`src/rtl/id_ex_pipeline_reg_pkg.sv`:
```
// Shared constants and types for the ID/EX pipeline register: opcodes, control
// bit positions, the EX control bundle and the bubble that replaces killed instructions.
package id_ex_pipeline_reg_pkg;

  localparam logic [6:0] OP_LUI    = 7'b0110111;
  localparam logic [6:0] OP_AUIPC  = 7'b0010111;
  localparam logic [6:0] OP_JAL    = 7'b1101111;
  localparam logic [6:0] OP_STORE  = 7'b0100011;
  localparam logic [6:0] OP_RTYPE  = 7'b0110011;
  localparam logic [6:0] OP_BRANCH = 7'b1100011;
  localparam logic [6:0] OP_OPIMM  = 7'b0010011;

  // Bit positions within {RegWrite, MemRead, MemWrite, MemToReg, ALUSrc, Branch}
  localparam int CNTL_REGWRITE = 5;
  localparam int CNTL_MEMREAD  = 4;
  localparam int CNTL_MEMWRITE = 3;
  localparam int CNTL_MEMTOREG = 2;
  localparam int CNTL_ALUSRC   = 1;
  localparam int CNTL_BRANCH   = 0;

  typedef struct packed {
    logic       valid;
    logic [5:0] cntl;
    logic [6:0] opcode;
    logic [2:0] funct3;
    logic       funct7b5;
    logic [4:0] rs1;
    logic [4:0] rs2;
    logic [4:0] rd;
  } ex_ctrl_t;

  // A bubble looks like addi x0,x0,0 with every control bit clear
  localparam ex_ctrl_t EX_CTRL_BUBBLE = '{
    valid: 1'b0, cntl: 6'b0, opcode: OP_OPIMM, funct3: 3'b0,
    funct7b5: 1'b0, rs1: 5'd0, rs2: 5'd0, rd: 5'd0
  };

  function automatic logic uses_rs1(input logic [6:0] op);
    return !(op == OP_LUI || op == OP_AUIPC || op == OP_JAL);
  endfunction

  function automatic logic uses_rs2(input logic [6:0] op);
    return (op == OP_STORE || op == OP_RTYPE || op == OP_BRANCH);
  endfunction

endpackage

```
`src/rtl/id_ex_pipeline_reg_loaduse_detect.sv`:
```
// Combinational load-use hazard detector: a load in EX whose destination is a
// source register actually read by the instruction in ID.
module id_loaduse_detect
  import id_ex_pipeline_reg_pkg::*;
(
  input  logic       id_valid,
  input  logic [6:0] id_opcode,
  input  logic [4:0] id_rs1,
  input  logic [4:0] id_rs2,
  input  logic       ex_valid,
  input  logic       ex_memread,
  input  logic [4:0] ex_rd,
  output logic       hazard
);

  logic rs1_hit;
  logic rs2_hit;

  always_comb begin
    rs1_hit = uses_rs1(id_opcode) && (id_rs1 == ex_rd);
    rs2_hit = uses_rs2(id_opcode) && (id_rs2 == ex_rd);
    hazard  = ex_valid && ex_memread && (ex_rd != 5'd0) && id_valid && (rs1_hit || rs2_hit);
  end

endmodule

```
`src/rtl/id_ex_pipeline_reg.sv`:
```
// ID/EX pipeline register with load-use stall, WB-to-ID bypass, flush bubbles and
// memory-hold freeze. Define IDEX_PERF_COUNT_EN to build the stall/flush counters.
module id_ex_pipeline_reg
  import id_ex_pipeline_reg_pkg::*;
#(
  parameter int XLEN  = 32,
  parameter int CNT_W = 32
) (
  input  logic             clk,
  input  logic             reset_n,
  input  logic             ID_Valid,
  input  logic [31:0]      ID_Instr,
  input  logic [XLEN-1:0]  ID_PC,
  input  logic [XLEN-1:0]  ID_ReadData1,
  input  logic [XLEN-1:0]  ID_ReadData2,
  input  logic [XLEN-1:0]  ID_Imm,
  input  logic [5:0]       ID_cntl,
  input  logic             WB_cntl_RegWrite,
  input  logic [4:0]       WB_WriteRegNum,
  input  logic [XLEN-1:0]  WB_WriteData,
  input  logic             EX_Flush,
  input  logic             MEM_Hold,
  output logic             Stall_ID,
  output logic             EX_Valid,
  output logic [6:0]       EX_opcode,
  output logic [2:0]       EX_funct3,
  output logic             EX_funct7b5,
  output logic [4:0]       EX_ReadRegNum1,
  output logic [4:0]       EX_ReadRegNum2,
  output logic [4:0]       EX_WriteRegNum,
  output logic [XLEN-1:0]  EX_PC,
  output logic [XLEN-1:0]  EX_ReadData1,
  output logic [XLEN-1:0]  EX_ReadData2,
  output logic [XLEN-1:0]  EX_Imm,
  output logic [5:0]       EX_cntl,
  output logic [CNT_W-1:0] StallCount,
  output logic [CNT_W-1:0] FlushCount
);

  ex_ctrl_t        ctrl_q, ctrl_d;
  logic [XLEN-1:0] pc_q, pc_d;
  logic [XLEN-1:0] rd1_q, rd1_d;
  logic [XLEN-1:0] rd2_q, rd2_d;
  logic [XLEN-1:0] imm_q, imm_d;
  logic [4:0]      id_rs1;
  logic [4:0]      id_rs2;
  logic            load_use;
  logic            wb_hit1;
  logic            wb_hit2;
  logic            instr_unused;

  assign id_rs1       = ID_Instr[19:15];
  assign id_rs2       = ID_Instr[24:20];
  assign instr_unused = ^{ID_Instr[31], ID_Instr[29:25]};

  id_loaduse_detect u_loaduse (
    .id_valid   (ID_Valid),
    .id_opcode  (ID_Instr[6:0]),
    .id_rs1     (id_rs1),
    .id_rs2     (id_rs2),
    .ex_valid   (ctrl_q.valid),
    .ex_memread (ctrl_q.cntl[CNTL_MEMREAD]),
    .ex_rd      (ctrl_q.rd),
    .hazard     (load_use)
  );

  // The register file is read before WB writes it, so a same-cycle write must bypass.
  assign wb_hit1 = WB_cntl_RegWrite && (WB_WriteRegNum != 5'd0) && (WB_WriteRegNum == id_rs1);
  assign wb_hit2 = WB_cntl_RegWrite && (WB_WriteRegNum != 5'd0) && (WB_WriteRegNum == id_rs2);

  always_comb begin
    ctrl_d = ctrl_q;
    pc_d   = pc_q;
    rd1_d  = rd1_q;
    rd2_d  = rd2_q;
    imm_d  = imm_q;
    if (!MEM_Hold) begin
      if (EX_Flush || load_use || !ID_Valid) begin
        ctrl_d = EX_CTRL_BUBBLE;
        pc_d   = '0;
        rd1_d  = '0;
        rd2_d  = '0;
        imm_d  = '0;
      end else begin
        ctrl_d.valid    = 1'b1;
        ctrl_d.cntl     = ID_cntl;
        ctrl_d.opcode   = ID_Instr[6:0];
        ctrl_d.funct3   = ID_Instr[14:12];
        ctrl_d.funct7b5 = ID_Instr[30];
        ctrl_d.rs1      = id_rs1;
        ctrl_d.rs2      = id_rs2;
        ctrl_d.rd       = ID_Instr[11:7];
        pc_d            = ID_PC;
        rd1_d           = wb_hit1 ? WB_WriteData : ID_ReadData1;
        rd2_d           = wb_hit2 ? WB_WriteData : ID_ReadData2;
        imm_d           = ID_Imm;
      end
    end
  end

  always_ff @(posedge clk or negedge reset_n) begin
    if (!reset_n) begin
      ctrl_q <= EX_CTRL_BUBBLE;
      pc_q   <= '0;
      rd1_q  <= '0;
      rd2_q  <= '0;
      imm_q  <= '0;
    end else begin
      ctrl_q <= ctrl_d;
      pc_q   <= pc_d;
      rd1_q  <= rd1_d;
      rd2_q  <= rd2_d;
      imm_q  <= imm_d;
    end
  end

  assign Stall_ID       = load_use || MEM_Hold;
  assign EX_Valid       = ctrl_q.valid;
  assign EX_opcode      = ctrl_q.opcode;
  assign EX_funct3      = ctrl_q.funct3;
  assign EX_funct7b5    = ctrl_q.funct7b5;
  assign EX_ReadRegNum1 = ctrl_q.rs1;
  assign EX_ReadRegNum2 = ctrl_q.rs2;
  assign EX_WriteRegNum = ctrl_q.rd;
  assign EX_cntl        = ctrl_q.cntl;
  assign EX_PC          = pc_q;
  assign EX_ReadData1   = rd1_q;
  assign EX_ReadData2   = rd2_q;
  assign EX_Imm         = imm_q;

`ifdef IDEX_PERF_COUNT_EN
  logic [CNT_W-1:0] stall_cnt_q, stall_cnt_d;
  logic [CNT_W-1:0] flush_cnt_q, flush_cnt_d;

  // Both counters saturate rather than wrap
  always_comb begin
    stall_cnt_d = stall_cnt_q;
    flush_cnt_d = flush_cnt_q;
    if (load_use && !MEM_Hold && (stall_cnt_q != '1))
      stall_cnt_d = stall_cnt_q + CNT_W'(1);
    if (EX_Flush && !MEM_Hold && (flush_cnt_q != '1))
      flush_cnt_d = flush_cnt_q + CNT_W'(1);
  end

  always_ff @(posedge clk or negedge reset_n) begin
    if (!reset_n) begin
      stall_cnt_q <= '0;
      flush_cnt_q <= '0;
    end else begin
      stall_cnt_q <= stall_cnt_d;
      flush_cnt_q <= flush_cnt_d;
    end
  end

  assign StallCount = stall_cnt_q;
  assign FlushCount = flush_cnt_q;
`else
  assign StallCount = '0;
  assign FlushCount = '0;
`endif

endmodule

```
`config.mk`:
```
export PLATFORM = sky130hd
export DESIGN_NAME = id_ex_pipeline_reg
export DESIGN_NICKNAME = d
export VERILOG_FILES = /design/src/rtl/id_ex_pipeline_reg_pkg.sv /design/src/rtl/id_ex_pipeline_reg_loaduse_detect.sv /design/src/rtl/id_ex_pipeline_reg.sv
export SDC_FILE = /design/constraint.sdc
export NUM_CORES = 1
export LEC_CHECK = 0
export CAP_MARGIN = 20
export CORE_AREA = 2 2 168 170
export CTS_CLUSTER_SIZE = 30
export DETAILED_ROUTE_END_ITERATION = 12
export DIE_AREA = 0 0 170 172
export PLACE_DENSITY = 0.66
export SLEW_MARGIN = 20
export SYNTH_ARGS = -nofsm -noshare
export SYNTH_HDL_FRONTEND = slang
export SYNTH_SLANG_ARGS = --single-unit
```
`constraint.sdc`:
```
create_clock -name clk -period 3.4 [get_ports clk]
set_input_delay 1.02 -clock clk [delete_from_list [all_inputs] [get_ports clk]]
set_output_delay 1.02 -clock clk [all_outputs]
set_load 0.005 [all_outputs]
```
# Yosys cells after proc, flatten, opt, wreduce, memory -nomap -nowiden
# Cells that the tools add are included.
# classes
n_eq_ne,10
n_mux,7
n_reduce_logical,21
# op_table
cell,n
$mux 32,6
$mux 33,1
$eq 7x6->1 const B,3
$eq 5x5->1,4
$eq 7x7->1 const B,2
$reduce_bool 5->1,2
$logic_and 1x1->1,9
$logic_or 1x1->1,8
$eq 7x5->1 const B,1
$logic_not 1->1,2
# word_totals
register_bits,161
in_bits,209
out_inout_bits,226

# Logic depth before layout (Yosys ltp)
# depth
ltp_word,10
depth_mapped,7
depth_no_buf,5

# Cells and area by module
# Synthesis repeated with hierarchy kept, for this count alone.
# hier_totals
cells_unflattened,663
area_unflattened_um2,7527.2
# by_module_without_submodules
module,n_inst,cells_per_inst,area_per_inst_um2
id_ex_pipeline_reg,1,640,7353.3
id_loaduse_detect,1,23,173.9

# Worst setup path before layout
# No wires, ideal clock.
# synth_path
kind,input to output
start,in ID_Instr[6]
end,out Stall_ID
arrival_time_ns,2.011
required_time_ns,2.380
path_slack_ns,0.369
path_stages,4
path_cell_list,and2_1 a2111oi_0 nor4_1 or3_1
# synth_between
elab_chain_len,8
word_cells_on_any_way,16
cone_classes,eq/ne (6); reduce/logical (10)
# synth_lines
element,line_no,rtl
from (decl),id_ex_pipeline_reg.sv:12,"input logic [31:0] ID_Instr,"
$eq 7x6->1 or $eq 7x5->1 (tied branches),id_ex_pipeline_reg_pkg.sv:39,return !(op == OP_LUI || op == OP_AUIPC || op == OP_JAL);
$logic_or 1x1->1 (2 in series),id_ex_pipeline_reg_pkg.sv:39,
$logic_not 1->1,id_ex_pipeline_reg_pkg.sv:39,
$logic_and 1x1->1,id_ex_pipeline_reg_loaduse_detect.sv:20,rs1_hit = uses_rs1(id_opcode) && (id_rs1 == ex_rd);
$logic_or 1x1->1 *,id_ex_pipeline_reg_loaduse_detect.sv:22,hazard = ex_valid && ex_memread && (ex_rd != 5'd0) && id_valid && (rs1_hit || rs2_hit);
$logic_and 1x1->1 *,id_ex_pipeline_reg_loaduse_detect.sv:22,
$logic_or 1x1->1 *,id_ex_pipeline_reg.sv:117,assign Stall_ID = load_use || MEM_Hold;
to (decl),id_ex_pipeline_reg.sv:23,"output logic Stall_ID,"
# Every way passes the cells marked *; elsewhere a longest branch is shown, timed or not.

# Worst setup path in the final report
# layout_path
start,in ID_Instr[4]
end,out Stall_ID
# The elaborated chain is that of the path after synthesis.

==> results.json <==
{
  "fp.dieArea_um2": 29240,
  "final_nets": 1140,
  "numCtsBuffers": 17,
  "tightest_slew_ps": 987.0,
  "port-buffer-count": 364,
  "critPathLaunchType": "input port",
  "drt-pass1-iter-count": 4,
  "clockBufferDepth": 2,
  "grt_overflow": 0,
  "critPathRequiredTime_ps": 2380,
  "totalWireLength_um": 24190,
  "area_delta_synth_final_pct": 65.06,
  "hold_slack_ps": 463.6,
  "vias": 5807,
  "cts_sinks": 161,
  "endpoint_kind": "primary output",
  "detail-route-antenna-nets": 0,
  "avgSynthCellArea_um2": 13.26,
  "fin_crit_sh": 0.9895,
  "met2_usage": 0.2701,
  "cts_max_level": 4,
  "synth.most_common_cell": "dfrtp_1",
  "clk_pin_slew_ps": 70,
  "hold_path.class": "flop to flop",
  "grt_use_met3": 0.04349,
  "grt_pass1_wl_um": 35380,
  "setup_tns_ps": 0,
  "yosysSeqAreaShare": 0.5562,
  "p_leak_nw": 5.263,
  "synth.distinct_cells": 32,
  "cp.arrival_ps": 2340,
  "status": "completed",
  "insertion_delay_ps": 430,
  "hold_violations": 0,
  "ios": 435,
  "yosysTopAreaCell": "dfrtp_1",
  "synthXorXnorAreaFrac": 0.02416,
  "fin_crit_ps": 3364,
  "synth_compound_area_frac": 0.1991,
  "drive_gt1_frac": 0.1758,
  "crit_family": "simple AND/OR/NAND/NOR gates",
  "synth_seq_cells": 161,
  "dp_cells": 1256,
  "final.setup.worst_slack_ps": 35.63,
  "synthArstFlopShare": 1.000,
  "synthCells": 547,
  "stdcell_count": 1290,
  "slew_violations": 0,
  "synth-simple-area-share": 0.02278,
  "core_um2": 27480,
  "synthesis.area_um2": 7251,
  "cts_tree": "yes",
  "fmax_mhz": 297.2,
  "vias_per_cell": 4.502,
  "post-place-ws_ps": -734.3,
  "synth_commonest_cells": "158 x dfrtp_1, 157 x a22o_1, 70 x buf_4",
  "slew_headroom": 0.3420,
  "path_depth": 6,
  "crit_path_max_fanout": 3,
  "synth_edf_count": 0,
  "grt_pass1_vias": 5882,
  "yosysWarnings": 0,
  "track_usage": 0.1594,
  "die_width_um": 170,
  "grt_start_max_net_pins": 87,
  "power.density_nw_per_um2": 400.8,
  "top_usage_layer": "met2",
  "antenna_cells": 0,
  "cap_violations": 0,
  "drc": 0,
  "min_path_cells": 2,
  "synth_fa_ha_area_frac": 0,
  "initial_core_util": 0.2639,
  "max-vdd-ir-drop_mv": 0.2936,
  "rsz0062_at_grt": "yes",
  "met1_usage": 0.2007,
  "fin_skew_ps": 15.26,
  "ys.flop_type": "dfrtp_1",
  "antenna_found_initial": 0,
  "fp.dieH_um": 172,
  "wire_per_inst_um": 18.75,
  "place_congestion": 0.7508,
  "clockRootBuffer": "clkbuf_16",
  "path_buf_inv": 2,
  "synth_top_family_by_area": "compound AO/OA/AOI/OAI gates",
  "synth_top_cell_area_share": 0.5453,
  "hpwl_um": 17450,
  "worstSetupPathType": "input port to primary output",
  "cp_slowest_cell": "or4_4",
  "crit_chain": "buf_8 > and2_4 > or4_4 > nor4_4 > or3_1 > buf_2",
  "setup_violations": 0,
  "num_rows": 61,
  "max_stage_delay_ps": 540,
  "ff2ff_path_depth": 9,
  "muxShareOfSynthArea": 0.09940,
  "dr.first_iter.drc_count": 250,
  "synth_area_leaders": "dfrtp_1 55%, a22o_1 19%, mux2_2 9.9%, buf_4 7.2%, xnor2_1 1.9%"
}
## timing repair
item | CTS | global route
gates resized for setup | 25 | 24
hold endpoints to repair | 0 | 0
pin swaps | 6 | 10
buffers inserted | 2 | 1
hold buffers | 0 | 0
setup endpoints to repair | 1 | 1
## power breakdown
group,internal [mW],leakage (nW),switching [mW]
combinational,0.556,2.84,0.318
clock,0.987,0.264,0.846
sequential,2.02,2.16,0.0661
## cells by family (layout without fill, tap and decap cells)
group | count (synthesis) | in the layout
flops | 161 | 161
mux | 64 | 64
xor+xnor | 20 | 20
buf+inv | 110 | 444
compound gates | 165 | 165
other cells | 1 | 64
simple gates | 26 | 26
## per-stage QoR
step,total power [mW],util,instance area [um2]
floorplan,2.429,-,7487
global placement,2.988,0.4115,11310
detailed placement,2.995,0.4115,11310
CTS,4.879,0.4334,11910
global route,5.039,0.4356,11970
finish,4.797,0.4356,11970
## flip-flops by register name, indices dropped and copies added, names as in the netlist
| name | flops |
|---|---|
| EX_cntl | 6 |
| EX_WriteRegNum | 5 |
| EX_ReadRegNum2 | 5 |
| EX_funct3 | 3 |
| EX_ReadData2 | 32 |
| EX_ReadData1 | 32 |
| EX_Imm | 32 |
| EX_ReadRegNum1 | 5 |
| EX_opcode | 7 |
| EX_funct7b5 | 1 |
| EX_Valid | 1 |
| EX_PC | 32 |
## final cells by class
class | count | area [um2]
Clock inverter | 12 | 97.59
Inverter | 4 | 15.01
Multi-Input combinational cell | 339 | 2860
Tap cell | 346 | 432.9
Sequential cell | 161 | 4033
Fill cell | 2540 | 15510
Clock buffer | 20 | 456.7
Timing Repair Buffer | 408 | 4073
## layer usage
layer  vias up  routed length [um]  part of all wire
li1       2678                   -                 -
met1      2870               10060              0.42
met2       238               12090              0.50
met3        21                1685             0.070
met4         0                 357             0.015
met5         -                   0                 0
## worst min-delay path, cell delays in order, from the launching register on
cell and delay [ps]:
dfstp_2 370, inv_1 40, a21oi_1 50
## final timing paths
check                             startpoint               end  slack [ps]
max                              ID_Instr[4]          Stall_ID          40
min                             EX_opcode[0]      EX_opcode[0]         460
max reg2reg                EX_WriteRegNum[3]  EX_ReadData1[10]        1020
min reg2reg                     EX_opcode[0]      EX_opcode[0]         460
max in group asynchronous            reset_n      EX_opcode[4]        2000
min in group asynchronous            reset_n        EX_Imm[30]         560
## cells in the final DEF, fill, tap and decap left out, types with 4 or more instances in the layout
master / instances
xnor2_1: 14
clkinv_4: 4
dfrtp_1: 158
clkdlybuf4s50_1: 349
inv_1: 4
nand3_1: 5
mux2_2: 64
xor2_1: 4
buf_4: 36
conb_1: 64
clkbuf_16: 17
dlymetal6s2s_1: 5
inv_6: 4
buf_12: 8
a22o_1: 157
No activity file was read; power rests on OpenSTA's default activity.
